**config.mk**
```make
export PLATFORM = sky130hd
export DESIGN_NAME = hazard_pipe_ctrl
export DESIGN_NICKNAME = d
export VERILOG_FILES = /design/src/rtl/pipe_pkg.sv /design/src/rtl/hazard_decode.sv /design/src/rtl/hazard_pipe_ctrl.sv
export SDC_FILE = /design/constraint.sdc
export NUM_CORES = 1
export LEC_CHECK = 0
export ABC_CLOCK_PERIOD_IN_PS = 4100
export CAP_MARGIN = 0
export CORE_UTILIZATION = 40
export DETAILED_ROUTE_END_ITERATION = 12
export PLACE_DENSITY_LB_ADDON = 0.1
export SYNTH_ARGS = -nofsm -noshare
export SYNTH_HDL_FRONTEND = slang
export SYNTH_SLANG_ARGS = --single-unit
export TNS_END_PERCENT = 30
```
**constraint.sdc**
```tcl
create_clock -name clk -period 4.1 [get_ports clk]
set_input_delay 0.82 -clock clk [delete_from_list [all_inputs] [get_ports clk]]
set_output_delay 0.82 -clock clk [all_outputs]
set_load 0.01 [all_outputs]
```
**src/rtl/pipe_pkg.sv**
```systemverilog
// Shared decode vocabulary for the five-stage MIPS pipeline controller:
// instruction kinds, Tuse/Tnew constants, forward-select codes, field macros.
`define OP(i)    (i[31:26])
`define RS(i)    (i[25:21])
`define RT(i)    (i[20:16])
`define RD(i)    (i[15:11])
`define SHAMT(i) (i[10:6])
`define FUNCT(i) (i[5:0])

package pipe_pkg;

  typedef enum logic [3:0] {
    K_NOP,
    K_ADDU,
    K_SUBU,
    K_LUI,
    K_ORI,
    K_LW,
    K_SW,
    K_BEQ,
    K_MULTU,
    K_MFLO,
    K_UNKNOWN
  } kind_e;

  localparam logic [5:0] OP_SPECIAL = 6'h00;
  localparam logic [5:0] OP_BEQ     = 6'h04;
  localparam logic [5:0] OP_ORI     = 6'h0d;
  localparam logic [5:0] OP_LUI     = 6'h0f;
  localparam logic [5:0] OP_LW      = 6'h23;
  localparam logic [5:0] OP_SW      = 6'h2b;

  localparam logic [5:0] FN_MFLO  = 6'h12;
  localparam logic [5:0] FN_MULTU = 6'h19;
  localparam logic [5:0] FN_ADDU  = 6'h21;
  localparam logic [5:0] FN_SUBU  = 6'h23;

  localparam logic [1:0] TUSE_0  = 2'd0;
  localparam logic [1:0] TUSE_1  = 2'd1;
  localparam logic [1:0] TUSE_2  = 2'd2;
  localparam logic [1:0] TUSE_NA = 2'd3;

  localparam logic [1:0] TNEW_0   = 2'd0;
  localparam logic [1:0] TNEW_ALU = 2'd1;
  localparam logic [1:0] TNEW_LW  = 2'd2;

  localparam logic [1:0] FM_NONE = 2'd0;
  localparam logic [1:0] FM_M    = 2'd1;
  localparam logic [1:0] FM_W    = 2'd2;

  function automatic logic [1:0] tnew_dec(input logic [1:0] t);
    return (t == TNEW_0) ? TNEW_0 : t - 2'd1;
  endfunction

  // Youngest producer wins; a not-yet-ready M producer blocks W.
  function automatic logic [1:0] fwd_sel(
    input logic       uses,
    input logic [4:0] src,
    input logic [4:0] m_dst,
    input logic [1:0] m_tnew,
    input logic [4:0] w_dst
  );
    logic [1:0] sel;
    sel = FM_NONE;
    if (uses && src != 5'd0) begin
      if (src == m_dst)
        sel = (m_tnew == TNEW_0) ? FM_M : FM_NONE;
      else if (src == w_dst)
        sel = FM_W;
    end
    return sel;
  endfunction

endpackage

```
**src/rtl/hazard_decode.sv**
```systemverilog
// Per-stage instruction classifier: kind, destination register,
// operand use times and result-ready time for the hazard unit.
module hazard_decode
  import pipe_pkg::*;
(
  input  logic [31:0] instr,
  output kind_e       kind,
  output logic [4:0]  dest,
  output logic [1:0]  rs_tuse,
  output logic [1:0]  rt_tuse,
  output logic [1:0]  tnew_e,
  output logic        uses_rs,
  output logic        uses_rt,
  output logic        is_md
);

  logic [5:0] op;
  logic [5:0] fn;
  logic [4:0] rt;
  logic [4:0] rd;
  logic       sp;
  logic       nop;

  assign op  = `OP(instr);
  assign fn  = `FUNCT(instr);
  assign rt  = `RT(instr);
  assign rd  = `RD(instr);
  assign sp  = (op == OP_SPECIAL);
  assign nop = (instr == 32'd0);

  always_comb begin
    kind    = K_UNKNOWN;
    dest    = 5'd0;
    rs_tuse = TUSE_NA;
    rt_tuse = TUSE_NA;
    tnew_e  = TNEW_0;
    uses_rs = 1'b0;
    uses_rt = 1'b0;
    is_md   = 1'b0;
    unique case (1'b1)
      nop: kind = K_NOP;
      sp && fn == FN_ADDU: begin
        kind    = K_ADDU;
        dest    = rd;
        uses_rs = 1'b1;
        uses_rt = 1'b1;
        rs_tuse = TUSE_1;
        rt_tuse = TUSE_1;
        tnew_e  = TNEW_ALU;
      end
      sp && fn == FN_SUBU: begin
        kind    = K_SUBU;
        dest    = rd;
        uses_rs = 1'b1;
        uses_rt = 1'b1;
        rs_tuse = TUSE_1;
        rt_tuse = TUSE_1;
        tnew_e  = TNEW_ALU;
      end
      sp && fn == FN_MULTU: begin
        kind    = K_MULTU;
        uses_rs = 1'b1;
        uses_rt = 1'b1;
        rs_tuse = TUSE_1;
        rt_tuse = TUSE_1;
        is_md   = 1'b1;
      end
      sp && fn == FN_MFLO: begin
        kind   = K_MFLO;
        dest   = rd;
        tnew_e = TNEW_ALU;
        is_md  = 1'b1;
      end
      op == OP_LUI: begin
        kind   = K_LUI;
        dest   = rt;
        tnew_e = TNEW_ALU;
      end
      op == OP_ORI: begin
        kind    = K_ORI;
        dest    = rt;
        uses_rs = 1'b1;
        rs_tuse = TUSE_1;
        tnew_e  = TNEW_ALU;
      end
      op == OP_LW: begin
        kind    = K_LW;
        dest    = rt;
        uses_rs = 1'b1;
        rs_tuse = TUSE_1;
        tnew_e  = TNEW_LW;
      end
      op == OP_SW: begin
        kind    = K_SW;
        uses_rs = 1'b1;
        uses_rt = 1'b1;
        rs_tuse = TUSE_1;
        rt_tuse = TUSE_2;
      end
      op == OP_BEQ: begin
        kind    = K_BEQ;
        uses_rs = 1'b1;
        uses_rt = 1'b1;
        rs_tuse = TUSE_0;
        rt_tuse = TUSE_0;
      end
      default: kind = K_UNKNOWN;
    endcase
  end

endmodule

```
**src/rtl/hazard_pipe_ctrl.sv**
```systemverilog
// D/E/M/W instruction pipe with Tuse/Tnew stall detection,
// forwarding selects and multiplier busy tracking.
module hazard_pipe_ctrl
  import pipe_pkg::*;
#(
  parameter int DELAY_SLOT = 1,
  parameter int MD_CYCLES  = 5,
  parameter int FWD_ENABLE = 1
) (
  input  logic        clk,
  input  logic        rst_n,
  input  logic [31:0] f_instr,
  input  logic        d_branch_taken,
  output logic        pc_enable,
  output logic        d_pff_enable,
  output logic        stall,
  output logic [31:0] d_instr,
  output logic [31:0] e_instr,
  output logic [31:0] m_instr,
  output logic [31:0] w_instr,
  output logic [1:0]  fm_d1,
  output logic [1:0]  fm_d2,
  output logic [1:0]  fm_e1,
  output logic [1:0]  fm_e2,
  output logic        fm_m2,
  output logic        md_busy
);

  localparam int CW = $clog2(MD_CYCLES + 1);
  localparam logic [CW-1:0] MD_LOAD = CW'(MD_CYCLES);
  localparam int ST_D = 0;
  localparam int ST_E = 1;
  localparam int ST_M = 2;
  localparam int ST_W = 3;

  logic [31:0]   d_q, d_d, e_q, e_d;
  logic [31:0]   m_q, m_d, w_q, w_d;
  logic [CW-1:0] cnt_q, cnt_d;

  logic [31:0] stg     [4];
  kind_e       kind    [4];
  logic [4:0]  dest    [4];
  logic [1:0]  rs_tuse [4];
  logic [1:0]  rt_tuse [4];
  logic [1:0]  tnew_e  [4];
  logic [1:0]  tnew    [4];
  logic        uses_rs [4];
  logic        uses_rt [4];
  logic        is_md   [4];

  logic data_stall;
  logic md_stall;
  logic unused_dec;

  assign stg[ST_D] = d_q;
  assign stg[ST_E] = e_q;
  assign stg[ST_M] = m_q;
  assign stg[ST_W] = w_q;

  for (genvar s = 0; s < 4; s++) begin : g_dec
    hazard_decode u_dec (
      .instr   (stg[s]),
      .kind    (kind[s]),
      .dest    (dest[s]),
      .rs_tuse (rs_tuse[s]),
      .rt_tuse (rt_tuse[s]),
      .tnew_e  (tnew_e[s]),
      .uses_rs (uses_rs[s]),
      .uses_rt (uses_rt[s]),
      .is_md   (is_md[s])
    );
  end

  assign tnew[ST_D] = tnew_e[ST_D];
  assign tnew[ST_E] = tnew_e[ST_E];
  assign tnew[ST_M] = tnew_dec(tnew_e[ST_M]);
  assign tnew[ST_W] = TNEW_0;

  // Without forwarding every in-flight producer blocks its consumer.
  always_comb begin
    data_stall = 1'b0;
    for (int s = ST_E; s <= ST_W; s++) begin
      if (dest[s] != 5'd0) begin
        if (uses_rs[ST_D] && `RS(d_q) == dest[s] &&
            (FWD_ENABLE == 0 || rs_tuse[ST_D] < tnew[s]))
          data_stall = 1'b1;
        if (uses_rt[ST_D] && `RT(d_q) == dest[s] &&
            (FWD_ENABLE == 0 || rt_tuse[ST_D] < tnew[s]))
          data_stall = 1'b1;
      end
    end
  end

  assign md_busy      = (cnt_q != '0) || (kind[ST_E] == K_MULTU);
  assign md_stall     = is_md[ST_D] && md_busy;
  assign stall        = data_stall || md_stall;
  assign pc_enable    = ~stall;
  assign d_pff_enable = ~stall;

  always_comb begin
    fm_d1 = FM_NONE;
    fm_d2 = FM_NONE;
    fm_e1 = FM_NONE;
    fm_e2 = FM_NONE;
    fm_m2 = 1'b0;
    if (FWD_ENABLE != 0) begin
      fm_d1 = fwd_sel(uses_rs[ST_D], `RS(d_q),
                      dest[ST_M], tnew[ST_M], dest[ST_W]);
      fm_d2 = fwd_sel(uses_rt[ST_D], `RT(d_q),
                      dest[ST_M], tnew[ST_M], dest[ST_W]);
      fm_e1 = fwd_sel(uses_rs[ST_E], `RS(e_q),
                      dest[ST_M], tnew[ST_M], dest[ST_W]);
      fm_e2 = fwd_sel(uses_rt[ST_E], `RT(e_q),
                      dest[ST_M], tnew[ST_M], dest[ST_W]);
      fm_m2 = (kind[ST_M] == K_SW) && (`RT(m_q) != 5'd0) &&
              (`RT(m_q) == dest[ST_W]);
    end
  end

  always_comb begin
    d_d = d_q;
    e_d = d_q;
    m_d = e_q;
    w_d = m_q;
    if (stall)
      e_d = 32'd0;
    else if (DELAY_SLOT == 0 && d_branch_taken)
      d_d = 32'd0;
    else
      d_d = f_instr;
  end

  // A MULTU leaving E always advances, so it loads even on a stall edge.
  always_comb begin
    cnt_d = cnt_q;
    if (kind[ST_E] == K_MULTU)
      cnt_d = MD_LOAD;
    else if (cnt_q != '0)
      cnt_d = cnt_q - CW'(1);
  end

  always_ff @(posedge clk or negedge rst_n) begin
    if (!rst_n) begin
      d_q   <= 32'd0;
      e_q   <= 32'd0;
      m_q   <= 32'd0;
      w_q   <= 32'd0;
      cnt_q <= '0;
    end else begin
      d_q   <= d_d;
      e_q   <= e_d;
      m_q   <= m_d;
      w_q   <= w_d;
      cnt_q <= cnt_d;
    end
  end

  assign d_instr = d_q;
  assign e_instr = e_q;
  assign m_instr = m_q;
  assign w_instr = w_q;

  always_comb begin
    unused_dec = 1'b0;
    for (int s = 0; s < 4; s++)
      unused_dec = unused_dec ^ (^{kind[s], dest[s], rs_tuse[s],
                   rt_tuse[s], tnew_e[s], tnew[s], uses_rs[s],
                   uses_rt[s], is_md[s]});
  end

endmodule

```
# Word level (Yosys, flattened, before mapping)
# Index checks and enable logic that the tools add are counted.
[totals] ff_bits=131 latchBits=0 ramBits=0 rom_bits=0 inputBits=35 out_inout_bits=141 wordCells=168 n_memories=0
[op_classes] n_addsub=2 n_mul=0 div_mod_pow=0 magnitude_cmp=6 n_eq_ne=45 shifts=0 n_mux=40 n_bitwise=1 n_reduce_logical=69
[ops] operator="6-bit equality test, second input constant" n=15
[ops] operator="4-bit case mux with 10 select lines" n=2
[ops] operator="32-bit zero test" n=2
[ops] operator="5-bit equality test" n=11
[ops] operator="6-bit by 4-bit equality test with 1-bit output, second input constant" n=7
[ops] operator="6-bit by 5-bit equality test with 1-bit output, second input constant" n=7
[ops] operator="5-bit nonzero test" n=8
[ops] operator="1-bit logical AND" n=34
[ops] operator="32-bit 2-to-1 mux" n=1
[ops] operator="5-bit case mux with 2 select lines" n=3
[ops] operator="2-bit 2-to-1 mux" n=13
[ops] operator="6-bit zero test" n=4
[ops] operator="3-bit OR reduction" n=7
[ops] operator="5-bit OR reduction" n=4
[ops] operator="6-bit by 3-bit equality test with 1-bit output, second input constant" n=3
[ops] operator="1-bit 2-to-1 mux" n=15
[ops] operator="7-bit OR reduction" n=2
[ops] operator="2-bit case mux with 2 select lines" n=3
[ops] operator="2-bit less-than comparator" n=4
[ops] operator="3-bit 2-to-1 mux" n=2
[ops] operator="2-bit case mux with 3 select lines" n=1
[ops] operator="6-bit OR reduction" n=1
[ops] operator="4-bit by 3-bit equality test with 1-bit output, second input constant" n=1
[ops] operator="4-bit equality test, second input constant" n=1
[ops] operator="9 further kinds" n=12

# Depth between registers and ports, before layout
[depth] word_depth=18 ltp_mapped=13 ltp_nobuf=11

# By module
# Synthesis repeated with hierarchy kept, for this count alone.
[unflattened] hier_cells=660 hier_area_um2=6922.9
[modules_own_cells] mod="hazard_pipe_ctrl" instances=1 cells_each=360 area_per_inst_um2=4991.0 seq_area_each_um2=3278.1
[modules_own_cells] mod="hazard_decode" instances=4 cells_each=75 area_per_inst_um2=483.0 seq_area_each_um2=0.0

# Worst setup path after synthesis
# Ideal clock, no wire load.
[synth_path] path_kind="reg2out" start="reg d_q[27], in the netlist d_instr[27]" end="out stall" arrival_ns=2.924 t_required_ns=3.280 setup_slack_ns=0.356 path_stages_with_launch=11 path_buffers=2 path_cell_list="dfrtp_1 or4_1 nor4_4 a311oi_1 ha_1 a2111oi_2 a22oi_1 o221a_4 buf_8 buf_6 inv_4"
[synth_between] elab_chain_len=16 elab_cells_between_ends=48 classes_between="order compare (6); eq/ne (4); mux (14); reduce/logical (24)"
[synth_rtl] element="from (decl)" line="hazard_pipe_ctrl.sv:36" source="logic [31:0] d_q, d_d, e_q, e_d;"
[synth_rtl] element="from (signal assigned)" line="hazard_pipe_ctrl.sv:144" source="d_q <= 32'd0;"
[synth_rtl] element="from (signal assigned)" line="hazard_pipe_ctrl.sv:150" source="d_q <= d_d;"
[synth_rtl] element="6-bit zero test" line="hazard_decode.sv:28" source="assign sp = (op == OP_SPECIAL);"
[synth_rtl] element="1-bit logical AND (on tied branches)" line="hazard_decode.sv:60, hazard_decode.sv:42, hazard_decode.sv:51"
[synth_rtl] element="6-bit OR reduction (no source line) / 7-bit OR reduction (equally long branches)"
[synth_rtl] element="2-bit case mux with 2 select lines / 1-bit 2-to-1 mux (equally long branches)" line="hazard_decode.sv:40" source="unique case (1'b1)"
[synth_rtl] element="2-bit less-than comparator / 1-bit logical AND (equally long branches)" line="hazard_pipe_ctrl.sv:85, hazard_pipe_ctrl.sv:84"
[synth_rtl] element="1-bit logical AND" line="hazard_pipe_ctrl.sv:84" source="if (uses_rs[ST_D] && `RS(d_q) == dest[s] &&"
[synth_rtl] element="1-bit 2-to-1 mux" line="hazard_pipe_ctrl.sv:84"
[synth_rtl] element="1-bit 2-to-1 mux" line="hazard_pipe_ctrl.sv:87" source="if (uses_rt[ST_D] && `RT(d_q) == dest[s] &&"
[synth_rtl] element="1-bit 2-to-1 mux" line="hazard_pipe_ctrl.sv:83" source="if (dest[s] != 5'd0) begin"
[synth_rtl] element="1-bit 2-to-1 mux" line="hazard_pipe_ctrl.sv:84"
[synth_rtl] element="1-bit 2-to-1 mux" line="hazard_pipe_ctrl.sv:87"
[synth_rtl] element="1-bit 2-to-1 mux" line="hazard_pipe_ctrl.sv:83"
[synth_rtl] element="1-bit 2-to-1 mux" line="hazard_pipe_ctrl.sv:84"
[synth_rtl] element="1-bit 2-to-1 mux" line="hazard_pipe_ctrl.sv:87"
[synth_rtl] element="1-bit 2-to-1 mux" line="hazard_pipe_ctrl.sv:83"
[synth_rtl] element="1-bit logical OR (*)" line="hazard_pipe_ctrl.sv:96" source="assign stall = data_stall || md_stall;"
[synth_rtl] element="to (decl)" line="hazard_pipe_ctrl.sv:16" source="output logic stall,"
# Mark *: on every way between the ends. The rest lies on a longest branch, timed or not.

# Worst setup path in the final report
[layout_path] start="reg d_q[29], in the netlist d_instr[29]" end="out stall"
# The elaborated chain is that of the path after synthesis.

==> results_dict.tcl <==
set metrics [dict create \
    outcome "finished clean" \
    fin_crit_ps 4080 \
    ys_seq_area_share_pct 56.7 \
    endpoint "stall" \
    required_ps 3280 \
    grt_pass1_wl_microns 23300 \
    hold_ws_ps 372 \
    root_buffer "clkbuf_16" \
    hold_class "reg -> reg" \
    dpl.hpwl_microns 10800 \
    antenna_found_initial 0 \
    die-width_microns 122 \
    grt_max_degree 114 \
    cts_tree "yes" \
    slew_headroom_pct 32.3 \
    io_buffers 174 \
    synthToLayoutAreaGrowth_pct 50.7 \
    critPathMaxFanout 3 \
    cts_made_buffers 17 \
    layout_commonest_cell "clkdlybuf4s50_1" \
    vias 4267 \
    hold_viol_final 0 \
    cp_slowest_stage_delay_ps 550 \
    n_antenna_cell 0 \
    drc 0 \
    ir_drop_mv 0.213 \
    path_cells "or4_4 > buf_4 > nor2_1 > o21ai_1 > ha_1 > a2111oi_4 > a22oi_2 > o221a_4 > buf_4 > inv_4 > clkdlybuf4s15_2" \
    synthFlopType "dfrtp_1" \
    tightestPinTransition_ps 1020 \
    synth_edf_count 0 \
    grt_pass1_vias 4458 \
    drt_iter0_markers 240 \
    totalWireLength_microns 14700 \
    slowest_stage "or4_4" \
    crit_arrival_ps 3260 \
    initial_core_util_pct 41.3 \
    synth_warnings 0 \
    synthCells 445 \
    final_layout_size_suffix_gt1_share_pct 22.1 \
    chipHeight_microns 122 \
    final_cell_mix "clkdlybuf4s50_1, dfrtp_1, buf_4, and2_1, mux2_4" \
    syn_area_per_cell_sq_um 13.0 \
    vias_per_cell 5.02 \
    antenna_left 0 \
    crit_path_end_kind "output port" \
    gr-usage-all-layers_pct 21.1 \
    avgRoutedWirePerCell_microns 17.3 \
    rsz0062_at_grt "yes" \
    ys_types 66 \
    clkSinkCount 131 \
    power_density_nw_per_um2 375 \
    critPathLaunchType "register" \
    overflow 0 \
    synth_area_leaders "dfrtp_1, mux2_4, xor2_1" \
    maxSlewViolCount 0 \
    path_clk_slew_ps 50 \
    synth_area_sq_um 5780 \
    rows 43 \
    rr_worst_depth 12 \
    ios 176 \
    yosysTopAreaCell "dfrtp_1" \
    fin_crit_sh_pct 99.5 \
    crit_top_cell "buf_4" \
    gp_congestion 0.837 \
    r2r-start "d_instr[29]$_DFFE_PN0N_" \
    skew_ps 7.74 \
    finalInstanceArea_sq_um 8710 \
    p_total_mw 3.27 \
    drt_pass1_iterations 4 \
    clock_path_buffers 2 \
    p_leak_nw 3.78 \
    insertion_delay_ps 420 \
    synth_top_area_share_pct 56.7 \
    rr_endpoint "d_instr[25]$_DFFE_PN0N_" \
    synth_async_sr_flop_share_pct 100 \
    placed_cell_area_sq_um 7870 \
    r2r_slack_ps 690 \
    htree_levels 4 \
    max_cap_violations 0 \
    core_sq_um 14000 \
    nets 701 \
    ys_seq_elements 131 \
    path_class "reg -> out" \
    die_area_sq_um 14900 \
    finalSetupViolCount 0 \
    crit_start "d_instr[29]$_DFFE_PN0N_" \
    fmax_mhz 245 \
]
[power by group]
part           internal [mW]  total (mW)  leakage, nW  switching [mW]
clock network          0.849        1.36        0.259           0.507
registers               1.38        1.46         1.53          0.0822
logic                  0.261       0.453         1.99           0.192
[critical path, delay by kind of cell (launching register included)]
family,cells,cell delay (ps)
compound gates,4,870
fa+ha+maj,1,320
buf+inv,4,590
flops,1,390
simple gates,2,670
[through the flow]
stage          std cells  utilization [%]  setup slack [ps]  setup TNS, ps
6_report             850             62.3              20.2              0
5_1_grt              850             62.3              -102           -102
4_1_cts              850             61.5              -103           -103
3_5_place_dp         811             56.3             -13.1          -13.1
3_3_place_gp         811             56.3              21.8              0
2_1_floorplan        446                -               356              0
[sequential cells by signal, indices dropped and copies added, names as in the netlist]
| name | cells |
|---|---|
| cnt_q | 3 |
| d_instr | 32 |
| e_instr | 32 |
| m_instr | 32 |
| w_instr | 32 |
[layer usage]
metal	global-route usage [%]	part of all wire, %	wire length (microns)	vias to the layer above
li1	-	-	-	1990
met1	27.2	44	6410	2111
met2	33.2	49	7200	139
met3	5.30	5.1	758	27
met4	9.91	2.4	353	0
met5	0	0	0	-
[cells by family (layout without fill, tap and decap cells)]
| kind of cell | Yosys count | after routing | synth area share, % |
|---|---|---|---|
| flip-flops | 131 | 131 | 56.7 |
| buffers and inverters | 31 | 255 | 3.01 |
| multiplexers | 32 | 32 | 7.97 |
| XOR/XNOR | 55 | 55 | 8.33 |
| other | 1 | 2 | 0.0649 |
| AND/OR/NAND/NOR | 138 | 138 | 15.2 |
| adder cells (fa/ha/maj) | 6 | 6 | 1.30 |
| AO/OA/AOI/OAI | 51 | 51 | 7.42 |
[synthesized netlist by cell type, drive strengths merged, types with 4 or more instances]
cell type / number
nand3b: 6
inv: 7
dfrtp: 131
clkbuf: 11
o21ai: 5
nor3b: 7
or4bb: 5
nand2: 13
xor2: 33
and2: 29
nor4: 11
xnor2: 22
ha: 6
nor3: 14
nand2b: 7
or4: 8
a22oi: 6
mux2i: 4
a21oi: 7
mux2: 28
a22o: 12
nand3: 5
nor2: 16
a211oi: 4
buf: 13
[how the worst min path moves through the flow]
stage	start	end	slack, ps	depth (start not counted)
6_report	e_instr[7]$_DFF_PN0_	m_instr[7]$_DFF_PN0_	370	0
2_1_floorplan	e_instr[10]$_DFF_PN0_	m_instr[10]$_DFF_PN0_	420	0
3_5_place_dp	e_instr[8]$_DFF_PN0_	m_instr[8]$_DFF_PN0_	360	0
4_1_cts	e_instr[6]$_DFF_PN0_	m_instr[6]$_DFF_PN0_	370	0
5_1_grt	m_instr[8]$_DFF_PN0_	w_instr[8]$_DFF_PN0_	390	0
3_3_place_gp	m_instr[6]$_DFF_PN0_	w_instr[6]$_DFF_PN0_	360	0
[what timing repair did]
item	4_1_cts	5_1_grt
resized for setup	39	17
hold endpoints to repair	0	0
hold buffers	0	0
setup endpoints to repair	9	9
buffers inserted	10	0
pin swaps	10	4
[layout make-up]
type	instances	area (sq um)
fillers	1094	5280
flip-flops and latches	131	3280
multi-input cells	284	2580
repair buffers	219	2080
clock buffers	23	468
well taps	180	225
clock inverters	6	57.6
inverters	7	28.8
No activity file was read; power rests on OpenSTA's default activity.
